--- config.mk ---
export PLATFORM = sky130hd
export DESIGN_NAME = measure_rx_flat
export DESIGN_NICKNAME = d
export VERILOG_FILES = /design/src/rtl/measure_rx_if.sv /design/src/rtl/measure_rx.sv /design/src/flat_wrapper.sv
export SDC_FILE = /design/constraint.sdc
export NUM_CORES = 1
export LEC_CHECK = 0
export ABC_AREA = 1
export CAP_MARGIN = 20
export CORE_ASPECT_RATIO = 2
export CORE_MARGIN = 1
export CORE_UTILIZATION = 39
export DETAILED_ROUTE_END_ITERATION = 8
export PLACE_DENSITY = 0.68
export SLEW_MARGIN = 20
export SYNTH_ARGS = -nofsm -noshare
export SYNTH_HDL_FRONTEND = slang
export SYNTH_SLANG_ARGS = --single-unit
export TNS_END_PERCENT = 20
--- constraint.sdc ---
create_clock -name sys_clk -period 13.5 [get_ports sys_clk]
set_input_delay 2.025 -clock sys_clk [delete_from_list [all_inputs] [get_ports sys_clk]]
set_output_delay 2.025 -clock sys_clk [all_outputs]
set_load 0.1 [all_outputs]
--- src/rtl/measure_rx_if.sv ---
// XGMII receive bus bundle: 64-bit data plus per-lane control qualifiers.
interface measure_rx_if;
  logic [63:0] xgmii_rxd;
  logic [7:0]  xgmii_rxc;

  modport master (output xgmii_rxd, output xgmii_rxc);
  modport slave  (input  xgmii_rxd, input  xgmii_rxc);
endinterface

--- src/rtl/measure_rx.sv ---
// XGMII receive measurement engine: validates IPv4/UDP test frames and reports
// per-second frame/byte counts, one-way latency and last source address.
module measure_rx #(
  parameter logic [39:0] MAGIC_CODE = 40'h0,
  parameter logic [15:0] UDP_PORT   = 16'd3422
) (
  input  logic               sys_clk,
  input  logic               sys_rst,
  input  logic               sec_oneshot,
  input  logic [31:0]        global_counter,
  measure_rx_if.slave        xgmii,
  output logic [31:0]        rx_pps,
  output logic [31:0]        rx_throughput,
  output logic [23:0]        rx_latency,
  output logic [31:0]        rx_ipv4_ip,
  output logic [15:0]        rx_err_count
);

  typedef enum logic [1:0] {S_IDLE, S_HDR, S_BODY, S_DROP} state_t;

  state_t      state;
  logic [28:0] wcnt;
  logic        frame_ok;
  logic [7:0]  ts_hi;
  logic [23:0] lat_pend;
  logic [31:0] src_ip;
  logic [31:0] frame_cnt;
  logic [31:0] byte_cnt;

  logic [7:0]  lane [8];
  logic [7:0]  rxc;
  logic        is_start, idle_word, term_hit, ctrl_bad, seen, term_ok, abort;
  logic [2:0]  term_lane;
  logic        chk_ok, in_frame, commit, err_inc;
  logic [31:0] ts_now, lat_diff, commit_bytes;
  logic [23:0] lat_now;

  assign rxc = xgmii.xgmii_rxc;

  // Lowest control lane must be the terminate; any later control lane must be idle.
  always_comb begin
    term_hit  = 1'b0;
    term_lane = '0;
    ctrl_bad  = 1'b0;
    seen      = 1'b0;
    idle_word = 1'b1;
    for (int unsigned i = 0; i < 8; i++) begin
      lane[i] = xgmii.xgmii_rxd[8*i +: 8];
      if (!(rxc[i] && lane[i] == 8'h07)) idle_word = 1'b0;
      if (rxc[i]) begin
        if (!seen) begin
          seen = 1'b1;
          if (lane[i] == 8'hFD) begin
            term_hit  = 1'b1;
            term_lane = 3'(i);
          end else begin
            ctrl_bad = 1'b1;
          end
        end else if (lane[i] != 8'h07) begin
          ctrl_bad = 1'b1;
        end
      end
    end
  end

  assign is_start = (rxc == 8'h01) && (lane[0] == 8'hFB);
  assign term_ok  = term_hit && !ctrl_bad;
  assign abort    = (|rxc) && !term_ok;

  always_comb begin
    chk_ok = 1'b1;
    case (wcnt)
      29'd2: chk_ok = {lane[4], lane[5], lane[6], lane[7]} == 32'h0800_4500;
      29'd3: chk_ok = lane[7] == 8'h11;
      29'd5: chk_ok = {lane[2], lane[3]} == UDP_PORT && {lane[4], lane[5]} == UDP_PORT;
      29'd6: chk_ok = {lane[2], lane[3], lane[4], lane[5], lane[6]} == MAGIC_CODE;
      default: chk_ok = 1'b1;
    endcase
  end

  assign ts_now   = {ts_hi, lane[0], lane[1], lane[2]};
  assign lat_diff = global_counter - ts_now;
  assign lat_now  = (|lat_diff[31:24]) ? 24'hFFFFFF : lat_diff[23:0];

  assign in_frame     = (state == S_HDR) || (state == S_BODY);
  assign commit       = in_frame && !is_start && term_ok && frame_ok && (wcnt >= 29'd7);
  assign err_inc      = in_frame && (is_start || abort);
  assign commit_bytes = {wcnt - 29'd1, 3'b000} + {29'd0, term_lane};

  always_ff @(posedge sys_clk or posedge sys_rst) begin
    if (sys_rst) begin
      state         <= S_IDLE;
      wcnt          <= '0;
      frame_ok      <= 1'b0;
      ts_hi         <= '0;
      lat_pend      <= '0;
      src_ip        <= '0;
      frame_cnt     <= '0;
      byte_cnt      <= '0;
      rx_pps        <= '0;
      rx_throughput <= '0;
      rx_latency    <= '0;
      rx_ipv4_ip    <= '0;
      rx_err_count  <= '0;
    end else begin
      if (sec_oneshot) begin
        rx_pps        <= frame_cnt + {31'd0, commit};
        rx_throughput <= byte_cnt + (commit ? commit_bytes : '0);
        frame_cnt     <= '0;
        byte_cnt      <= '0;
      end else begin
        frame_cnt <= frame_cnt + {31'd0, commit};
        byte_cnt  <= byte_cnt + (commit ? commit_bytes : '0);
      end

      // A terminate inside w7 itself has no stored latency yet; use the live one.
      if (commit) begin
        rx_latency <= (wcnt == 29'd7) ? lat_now : lat_pend;
        rx_ipv4_ip <= src_ip;
      end

      if (err_inc && rx_err_count != 16'hFFFF) rx_err_count <= rx_err_count + 16'd1;

      case (state)
        S_IDLE: begin
          if (is_start) begin
            state    <= S_HDR;
            wcnt     <= 29'd1;
            frame_ok <= 1'b1;
          end
        end
        S_HDR, S_BODY: begin
          if (is_start) begin
            state    <= S_HDR;
            wcnt     <= 29'd1;
            frame_ok <= 1'b1;
          end else if (term_ok) begin
            state <= S_IDLE;
          end else if (abort) begin
            state <= S_DROP;
          end else begin
            frame_ok <= frame_ok & chk_ok;
            wcnt     <= wcnt + 29'd1;
            if (wcnt == 29'd4) src_ip <= {lane[2], lane[3], lane[4], lane[5]};
            if (wcnt == 29'd6) ts_hi <= lane[7];
            if (wcnt == 29'd7) lat_pend <= lat_now;
            state <= (wcnt >= 29'd7) ? S_BODY : S_HDR;
          end
        end
        S_DROP: begin
          if (idle_word || is_start) state <= S_IDLE;
        end
        default: state <= S_IDLE;
      endcase
    end
  end

endmodule

--- src/flat_wrapper.sv ---
// flat-port wrapper written by rule: the top's interface ports become plain ports
module measure_rx_flat 
#(
  parameter logic [39:0] MAGIC_CODE = 40'h0,
  parameter logic [15:0] UDP_PORT   = 16'd3422
)
  (sys_clk, sys_rst, sec_oneshot, global_counter, rx_pps, rx_throughput, rx_latency, rx_ipv4_ip, rx_err_count, xgmii_xgmii_rxd, xgmii_xgmii_rxc);
  measure_rx_if xgmii_i ();
  input  logic sys_clk;
  input  logic sys_rst;
  input  logic sec_oneshot;
  input  logic [31:0] global_counter;
  output logic [31:0] rx_pps;
  output logic [31:0] rx_throughput;
  output logic [23:0] rx_latency;
  output logic [31:0] rx_ipv4_ip;
  output logic [15:0] rx_err_count;
  input wire logic [$bits(xgmii_i.xgmii_rxd)-1:0] xgmii_xgmii_rxd;
  input wire logic [$bits(xgmii_i.xgmii_rxc)-1:0] xgmii_xgmii_rxc;
  assign xgmii_i.xgmii_rxd = xgmii_xgmii_rxd;
  assign xgmii_i.xgmii_rxc = xgmii_xgmii_rxc;
  measure_rx #(.MAGIC_CODE(MAGIC_CODE), .UDP_PORT(UDP_PORT)) u_core (.sys_clk(sys_clk), .sys_rst(sys_rst), .sec_oneshot(sec_oneshot), .global_counter(global_counter), .xgmii(xgmii_i), .rx_pps(rx_pps), .rx_throughput(rx_throughput), .rx_latency(rx_latency), .rx_ipv4_ip(rx_ipv4_ip), .rx_err_count(rx_err_count));
endmodule
# Word-level counts from Yosys, hierarchy flattened
# Index checks and enable logic that the tools add are counted.
word_totals:
  reg_bits: 296
  input_bits: 107
  out_inout_bits: 136
classes:
  add_sub_neg: 7
  order_cmp: 1
  eq_ne: 43
  n_mux: 112
  bitwise: 4
  reduce_logical: 35
ops:
  columns: ["cell", "count"]
  rows:
  - ["$eq 29x3->1 const B", 4]
  - ["$mux 29", 4]
  - ["$mux 32", 3]
  - ["$mux 1", 73]
  - ["$eq 8x8->1 const B", 9]
  - ["$eq 8x3->1 const B", 8]
  - ["$mux 3", 20]
  - ["$eq 29x2->1 const B", 2]
  - ["$pmux 29 s2", 1]
  - ["$ne 8x3->1 const B", 7]
  - ["$mux 24", 2]
  - ["$logic_not 40->1", 1]
  - ["$add 32x1->32", 1]
  - ["$add 32x3->32", 1]
  - ["$add 32x32->32", 1]
  - ["$eq 16x12->1 const B", 2]
  - ["$eq 32x28->1 const B", 1]
  - ["$sub 32x32->32", 1]
  - ["$add 29x1->29 const B", 1]
  - ["$ge 29x3->1 const B", 1]
  - ["$sub 29x1->29 const B", 1]
  - ["$logic_and 1x1->1", 18]
  - ["$add 16x1->16 const B", 1]
  - ["$ne 16x16->1 const B", 1]
  - ["21 further kinds", 38]

# Logic depth before layout (Yosys ltp)
# Gate-level depths: netlist of run 1.
depth:
  word_depth: 32
  ltp_mapped: 30
  mapped_depth_nobuf: 29

# Worst setup path after synthesis of run 1
# No wires, ideal clock.
synth_timing:
  path_type: "input -> register"
  startpoint: "input port xgmii_xgmii_rxc[0]"
  endpoint: "register u_core.byte_cnt[26]"
  arrival_ns: 5.360
  t_required_ns: 13.434
  path_slack_ns: 8.074
  path_stages: 28
  path_buffers: 1
  path_cell_list: "buf_6 -> nor2_8 -> nand2_4 -> nor2_2 -> nand3_1 -> nand3_1 -> nand2_1 -> nor2_4 -> nand2_4 -> clkinv_2 -> nand2_2 -> nor2_4 -> inv_2 -> a41oi_1 -> ha_1 -> inv_1 -> fa_1 -> o21ai_1 -> a21oi_1 -> o21bai_1 -> a21oi_1 -> nor2_1 -> nand2_1 -> nand2_1 -> nand2_1 -> nand2_1 -> xor2_1 -> and2_1"
synth_via:
  elab_chain_len: 30
synth_rtl:
  columns: ["element", "line_no", "rtl"]
  rows:
  - ["from (decl)", "flat_wrapper.sv:19", "input wire logic [$bits(xgmii_i.xgmii_rxc)-1:0] xgmii_xgmii_rxc;"]
  - ["branches (longest 27 deep; another with $mux 3)", null, null]
  - ["$mux 32 *", "measure_rx.sv:113", "byte_cnt <= byte_cnt + (commit ? commit_bytes : '0);"]
  - ["$add 32x32->32 *", "measure_rx.sv:113", null]
  - ["$mux 32 *", "measure_rx.sv:106", "if (sec_oneshot) begin"]
  - ["to (signal assigned)", "measure_rx.sv:113", null]
  - ["to (decl)", "measure_rx.sv:28", "logic [31:0] byte_cnt;"]
# Every way passes the cells marked *.
# A chain may end at the register's enable or synchronous reset.

# Worst setup path in the final report of run 1
layout_timing:
  startpoint: "input port xgmii_xgmii_rxd[60]"
  endpoint: "register u_core.rx_throughput[30]"
layout_via:
  elab_chain_len: 11
layout_rtl:
  columns: ["element", "line_no", "rtl"]
  rows:
  - ["from (decl)", "flat_wrapper.sv:18", "input wire logic [$bits(xgmii_i.xgmii_rxd)-1:0] xgmii_xgmii_rxd;"]
  - ["branches (longest 9 deep; another with $add 32x3->32)", null, null]
  - ["$mux 32 *", "measure_rx.sv:108", "rx_throughput <= byte_cnt + (commit ? commit_bytes : '0);"]
  - ["$add 32x32->32 *", "measure_rx.sv:108", null]
  - ["to (signal assigned)", "measure_rx.sv:108", null]
  - ["to (decl)", "measure_rx.sv:13", "output logic [31:0] rx_throughput,"]
# Marked as above.

==> impl_results.md, run 1 <==
- Status: complete, no violations
- Share of cells above drive strength 1: 0.05416
- Die H: around 300 um
- Slowest Stage Delay on Critical Path: ~0.50 ns
- Via count normalized by instance count: a little over 5
- Fin Setup TNS: 0 ns
- CTS max path bufs: 3
- Final #Nets: 2872
- Slew Limit Headroom: 0.2582
- Pint: ~1.6 mW
- Avg Inst Size Synth: ~7.4 um2
- Fillers: approximately 4600
- Period utilisation layout: 0.4999
- Final Hold Vio Count: 0
- Post-DP HPWL: ~48000 um
- Seq/Total Area, Yosys: 0.4034
- Crit-path max FO: 33
- CP max stage cell: nor2_1
- Root Driver: clkbuf_16
- Routed Wire Length: 61000 um
- Number of remaining DRC errors: 0
- Core Area: 46520 um2
- Combinational share of power: 0.254
- Crit end category: register
- First-pass GRT wire length: between 90000 and 100000 um
- Most frequent CP cell: nand2_1
- Arrival @ worst endpoint: roughly 7.2 ns
- Worst path bufs/invs: 5
- Drt pass-1 iters: 6
- CTS tree: built
- Synthesized cell area: 18360 um2
- Post-synth EDFFs: 0
- Num rows: between 100 and 150
- Vias: 17217
- Seq pwr share: 0.378
- Synth async-reset ratio: 1.000
- Starting Density: 0.3947
- Total net switching power: between 0.8 and 0.9 mW
- Max cap viols: 0
- Startpoint types: input pin
- Yosys Warn Count: 0
- Cell count after synthesis: roughly 2500
- Number of CTS-inserted buffers: 29
- Die Area: between 40000 and 50000 um2
- PortBufs: between 200 and 250
- H-tree levels: 1
- Fin crit period: between 6 and 7 ns
- Synth Flop Type: dfrtp_1
- Top Ports: approximately 240
- Max Freq: 148.2 MHz
- Starting DRT DRC Count: between 900 and 1000
- Remaining global-route overflow: 0
- Switching Share: 0.3443
- Worst hold path class: register to register
- Antenna violations before repair: 7
- GPL Wtd Cong: 0.9550
- WL per Instance: roughly 18 um
- Required @ worst endpoint: about 14 ns
- LEAKAGE: around 11 nW
- Max VDD drop: 0.1337 mV
- Cell variety after synth: slightly above 60
- Skew final: roughly 0.014 ns
- DRT antenna net count: 0
- Largest net degree at the start of global routing: about 120
- Setup violations, final: 0
- Worst Tran Pin Value: between 1 and 1.5 ns
- Post-CTS Resized: 0
- Crit path max-delay family: simple AND/OR/NAND/NOR gates
- Total Routing Usage GR: 0.2548
- Slew Limit Fails: 0
- Post-Syn Nets: ~2700
- Postcts setup bufs: 0
- PD cells: about 110 nW/um2
- Vias in the first global route: 17448
- RSZ-0062 raised after global routing: false
- Register bit count reported by yosys: between 200 and 300
- Clock power frac: 0.367
- Clk pin slew, worst setup/hold paths: roughly 0.07 ns
- Hold Slack: about 0.47 ns
- # hold bufs at CTS: 0
- Kind of critical path: input pin to register
- Chip width: 155.4 um
- TritonCTS Sinks: ~300
- Area growth syn-to-layout: 21.93%
- Clock Latency Late Sink: between 0.5 and 0.6 ns
[area by class of cell]
type / instances / area [um2] / share of cell area
Antenna cell: 3 / 7.507 / 0.0003353
Tap cell: 627 / 784.5 / 0.03504
Timing Repair Buffer: 253 / 2500 / 0.1117
Multi-Input combinational cell: 1815 / 9522 / 0.4253
Clock inverter: 16 / 247.7 / 0.01107
Sequential cell: 296 / 7407 / 0.3308
Inverter: 297 / 1125 / 0.05024
Clock buffer: 37 / 795.8 / 0.03554
[sequential cells by signal, indices dropped and copies added, names as in the netlist]
register,count
u_core.byte_cnt,32
u_core.src_ip,32
u_core.frame_ok,1
u_core.wcnt,29
u_core.rx_throughput,32
u_core.frame_cnt,32
u_core.rx_err_count,16
u_core.rx_pps,32
u_core.state,2
u_core.rx_latency,24
u_core.lat_pend,24
u_core.rx_ipv4_ip,32
u_core.ts_hi,8
[worst reg2reg max path, delay by kind of cell (launching register included)]
family / cells / cell delay, ns
adders and majority gates: 2 / 0.64
buffers and inverters: 3 / 0.62
and+or+nand+nor: 11 / 2.22
DFF: 1 / 0.48
AOI/OAI and AO/OA: 6 / 1.42
xor gates and xnor gates: 1 / 0.28
[power by group through the flow]
stage          logic, mW  clock network [mW]  registers, mW
2_1_floorplan      0.346                   0           1.02
3_3_place_gp       0.618                   0          0.943
3_5_place_dp       0.620                   0          0.945
4_1_cts            0.624               0.920          0.928
5_1_grt            0.679               0.952          0.930
6_report           0.623               0.901          0.928
[cells by family after synthesis]
family / Yosys count / share of synthesized area
XOR/XNOR: 114 / 0.05437
adder cells (fa/ha/maj): 73 / 0.05056
AO/OA/AOI/OAI: 300 / 0.09069
multiplexers: 6 / 0.003679
buffers and inverters: 368 / 0.07809
flip-flops: 296 / 0.4034
AND/OR/NAND/NOR: 1322 / 0.3192
[metrics by stage]
stage	instance area (um2)	total power [mW]	instances	util	worst slack [ns]
global route	22390	2.561	3344	0.4812	6.294
floorplan	18360	1.368	2479	-	3.299
detailed placement	21340	1.565	3288	0.4586	6.194
CTS	22380	2.472	3341	0.4811	6.796
global placement	21340	1.562	3288	0.4586	6.306
finish	22390	2.453	3344	0.4812	6.751
[synth_stat cells (8+ instances only)]
cell      number  area share
a21o_1        12      0.0049
a21oi_1       89       0.024
a31oi_1       10      0.0034
buf_2         16      0.0044
clkbuf_1      48      0.0098
dfrtp_1      296        0.40
ha_1          71       0.048
inv_1        284       0.058
inv_2         10      0.0020
nand2_1      642        0.13
nand2_2        9      0.0031
nand3_1      150       0.041
nand4_1       70       0.024
nor2_1       299       0.061
nor2_2        17      0.0058
nor2_4         8      0.0049
nor3_1        65       0.018
nor4_1        24      0.0082
o21ai_0      134       0.037
o21ai_1       14      0.0038
xnor2_1       28       0.013
xor2_1        86       0.041
[layout by cell type (no fill, tap or decap), drive strengths merged, types with 10 or more instances in the layout]
cell type	Yosys	final
a21o	12	12
a21oi	92	92
a31oi	10	10
buf	23	12
clkbuf	48	37
clkdlybuf4s50	0	241
clkinv	3	11
dfrtp	296	296
ha	71	71
inv	294	295
nand2	653	653
nand3	155	155
nand4	74	74
nor2	325	325
nor3	70	70
nor4	27	27
o21ai	151	151
xnor2	28	28
xor2	86	86
[per-layer routing]
layer,vias to the layer above,global-route usage,share of wire
li1,8435,-,-
met1,8066,0.2606,0.36
met2,538,0.4824,0.52
met3,170,0.03923,0.053
met4,8,0.1493,0.062
met5,-,0,0.00084
[final timing paths]
check	start	to	slack, ns	depth (start not counted)
worst max register to register	u_core.wcnt[17]	u_core.rx_throughput[30]	7.69	23
worst min-delay path	u_core.rx_ipv4_ip[18]	u_core.rx_ipv4_ip[18]	0.47	2
worst max-delay path	xgmii_xgmii_rxd[60]	u_core.rx_throughput[30]	6.75	26
min in group asynchronous	sys_rst	u_core.src_ip[12]	2.03	2
worst min register to register	u_core.rx_ipv4_ip[18]	u_core.rx_ipv4_ip[18]	0.47	2
max in group asynchronous	sys_rst	u_core.byte_cnt[7]	9.37	4
Power figures use the tool's default switching activity.
==> inputs of run 2 (changes only) <==
==> constraint.sdc (replaced) <==
create_clock -name sys_clk -period 6.7 [get_ports sys_clk]
set_input_delay 1.005 -clock sys_clk [delete_from_list [all_inputs] [get_ports sys_clk]]
set_output_delay 1.005 -clock sys_clk [all_outputs]
set_load 0.1 [all_outputs]
==> run 2 against run 1 <==
Global-route usage rose by 0.94 points. Via count rose by 0.35%. Design area barely moved. Non-clock buffer count rose by 5. Largest cell class unchanged. Clock skew rose by 0.021 ns. Final cell count rose by 0.12%.
==> impl_results.md, run 2 (synthesized netlist as in run 1, its figures left out) <==
- CTS tree: built
- Starting Density: 0.3947 (unchanged)
- Root Driver: clkbuf_16
- Max Freq: between 150 and 200 MHz
- LEAKAGE: 10.89 nW (about the same)
- Vias in the first global route: 17688 (+1.4%)
- Met3 global-route usage: 0.04049 (+0.001261)
- Number of CTS-inserted buffers: 29 (unchanged)
- Setup violations, final: 0 (unchanged)
- Hold endpoint: u_core.rx_ipv4_ip[11]
- Via count normalized by instance count: 5.160 (+0.23%)
- GR met1 Demand/Resource: 0.2608 (about the same)
- Chip width: 155.4 um (unchanged)
- Final #Nets: 2877 (+0.17%)
- GRT Max-Usage Layer: met2
- Final Hold Vio Count: 0 (unchanged)
- Post-DP HPWL: 50260 um (+4.3%)
- Worst R2R End: u_core.byte_cnt[26]
- Crit-path max FO: 35 (+6.1%)
- PortBufs: 242 (unchanged)
- Remaining global-route overflow: 0 (unchanged)
- Routed Wire Length: 62400 um (+2.3%)
- Required @ worst endpoint: 7.22 ns (-6.69 ns)
- Crit end category: register
- Total Routing Usage GR: 0.2641 (+0.009360)
- Max VDD drop: 0.2621 mV (+96%)
- Skew final: 0.03555 ns (+0.02117 ns)
- TritonCTS Sinks: 296 (unchanged)
- Most common cell after layout, fill and taps aside: nand2_1
- Startpoint types: input pin
- Die Area: 48010 um2 (unchanged)
- Num rows: 112 (unchanged)
- RSZ-0062 raised after global routing: false
- Share of cells above drive strength 1: 0.05627 (+0.002107)
- Number of remaining DRC errors: 0 (unchanged)
- Period utilisation layout: 0.8547
- Worst hold path class: register to register
- First-pass GRT wire length: 97060 um (+2.9%)
- Clk pin slew, worst setup/hold paths: 0.06 ns (about the same)
- Die H: 308.9 um (unchanged)
- PnR worst setup slack: 0.9736 ns (-5.777 ns)
- DRT antenna net count: 0 (unchanged)
- H-tree levels: 1 (unchanged)
- CTS max path bufs: 3 (unchanged)
- Worst Tran Pin Value: 1.088 ns (-0.02404 ns)
- Kind of critical path: input pin to register
- Slew Limit Headroom: 0.2727 (+0.01455)
- # hold bufs at CTS: 0 (unchanged)
- GR Util met2: 0.5064 (+0.02399)
- Cells after DPL: 3293 (+0.15%)
- GPL Wtd Cong: 0.9650 (+1.0%)
- Largest net degree at the start of global routing: 128 (+10%)
- Most frequent cells in the layout: nand2_1 (642), nor2_1 (299), dfrtp_1 (296)
- Reg2Reg Launch Point: u_core.wcnt[25]
- Slew Limit Fails: 0 (unchanged)
- Top Ports: 243 (unchanged)
- Clock Latency Late Sink: 0.59 ns (about the same)
- Status: complete, no violations
- Max cap viols: 0 (unchanged)
- Core Area: 46520 um2 (unchanged)
- Fin Setup TNS: 0 ns (unchanged)
- WL per Instance: 18.64 um (+2.2%)
- Vias: 17277 (+0.35%)
- Fillers: 4683 (+1.1%)
- Area growth syn-to-layout: 21.88% (about the same)
- Register-to-Register Setup Slack: 1.67 ns (-6.02 ns)
- Reg2reg path depth: 24 (+4.3%)
- Drt pass-1 iters: 5 (-1)
- Post-CTS Resized: 0 (unchanged)
- PD cells: 217.4 nW/um2 (+98%)
- Starting DRT DRC Count: 1017 (+6.2%)
- Antenna violations before repair: 10 (+3)
- Fin crit period: ~5.7 ns
- Postcts setup bufs: 0 (unchanged)
- Non-filler cells in the finished layout: 3348 (+0.12%)
- WHS Path Cells: 2 (unchanged)
- Arrival @ worst endpoint: 6.25 ns (-0.91 ns)
- Pre-CTS WS: 0.4039 ns (-5.790 ns)
- Hold Slack: 0.4720 ns (+0.001410 ns)
- Worst hold start: u_core.rx_ipv4_ip[11]
## run 2: cell count changes in the layout (fill, tap and decap cells not counted)
cell	delta
nor4_1	-1
bufinv_16	-4
inv_6	+2
buf_4	+4
nor4_2	+1
clkinv_4	-2
clkbuf_8	+5
inv_8	-1
buf_12	+1
diode_2	-1
## run 2: per-layer routing
metal | routed length, um | vias to the layer above
met5 | 103 | -
met1 | 21850 | 8100
met3 | 2983 | 186
met4 | 4290 | 16
met2 | 33180 | 501
li1 | - | 8474
## run 2: worst max path at each step
stage	start	end	slack [ns]	cells past startpoint
after global placement	xgmii_xgmii_rxd[36]	u_core.rx_throughput[26]	0.57	27
final	xgmii_xgmii_rxd[36]	u_core.byte_cnt[26]	0.97	26
after global routing	xgmii_xgmii_rxd[38]	u_core.rx_throughput[26]	0.63	27
after detailed placement	xgmii_xgmii_rxd[36]	u_core.rx_throughput[26]	0.40	27
after floorplan	sys_rst	u_core.byte_cnt[0]	1.76	1
after CTS	xgmii_xgmii_rxd[36]	u_core.byte_cnt[26]	1.02	26
## run 2: cell type report
cell class	instances	area [um2]	share of cell area
Inverter	297	1121	0.05009
Antenna cell	2	5.005	0.0002236
Sequential cell	296	7407	0.3310
Timing Repair Buffer	258	2550	0.1139
Clock buffer	42	864.6	0.03863
Multi-Input combinational cell	1815	9528	0.4257
Clock inverter	11	120.1	0.005367
Tap cell	627	784.5	0.03505
## run 2: metrics by stage
| stage | power [mW] | cell area (um2) | util |
|---|---|---|---|
| 2_1_floorplan | 2.756 | 18370 | - |
| 3_3_place_gp | 3.177 | 21380 | 0.4596 |
| 3_5_place_dp | 3.184 | 21390 | 0.4598 |
| 4_1_cts | 4.914 | 22380 | 0.4809 |
| 5_1_grt | 5.079 | 22380 | 0.4810 |
| 6_report | 4.866 | 22380 | 0.4810 |
## run 2: worst max-delay path: stages
cell             delay [ns]
clkdlybuf4s50_1        0.43
inv_1                  0.08
nand2_1                0.05
nor2_1                 0.75
nand3_1                0.14
nand3_1                0.14
nand3_1                0.09
nor2_2                 0.21
nand2_4                0.12
clkinv_2               0.07
nand2_2                0.06
nor2_4                 0.09
buf_4                  0.36
o21ai_0                0.32
fa_1                   0.51
o21ai_1                0.29
a21oi_1                0.20
o21bai_1               0.37
a21oi_1                0.21
nor2_1                 0.12
nand2_1                0.06
nand2_1                0.10
nand2_1                0.06
nand2_1                0.07
xor2_1                 0.17
and2_1                 0.15
## run 2: report_power, final
group          leakage (nW)  internal, mW  switching, mW
clock                 0.492         0.974          0.742
combinational          6.31         0.340          0.940
sequential             4.09          1.83         0.0407
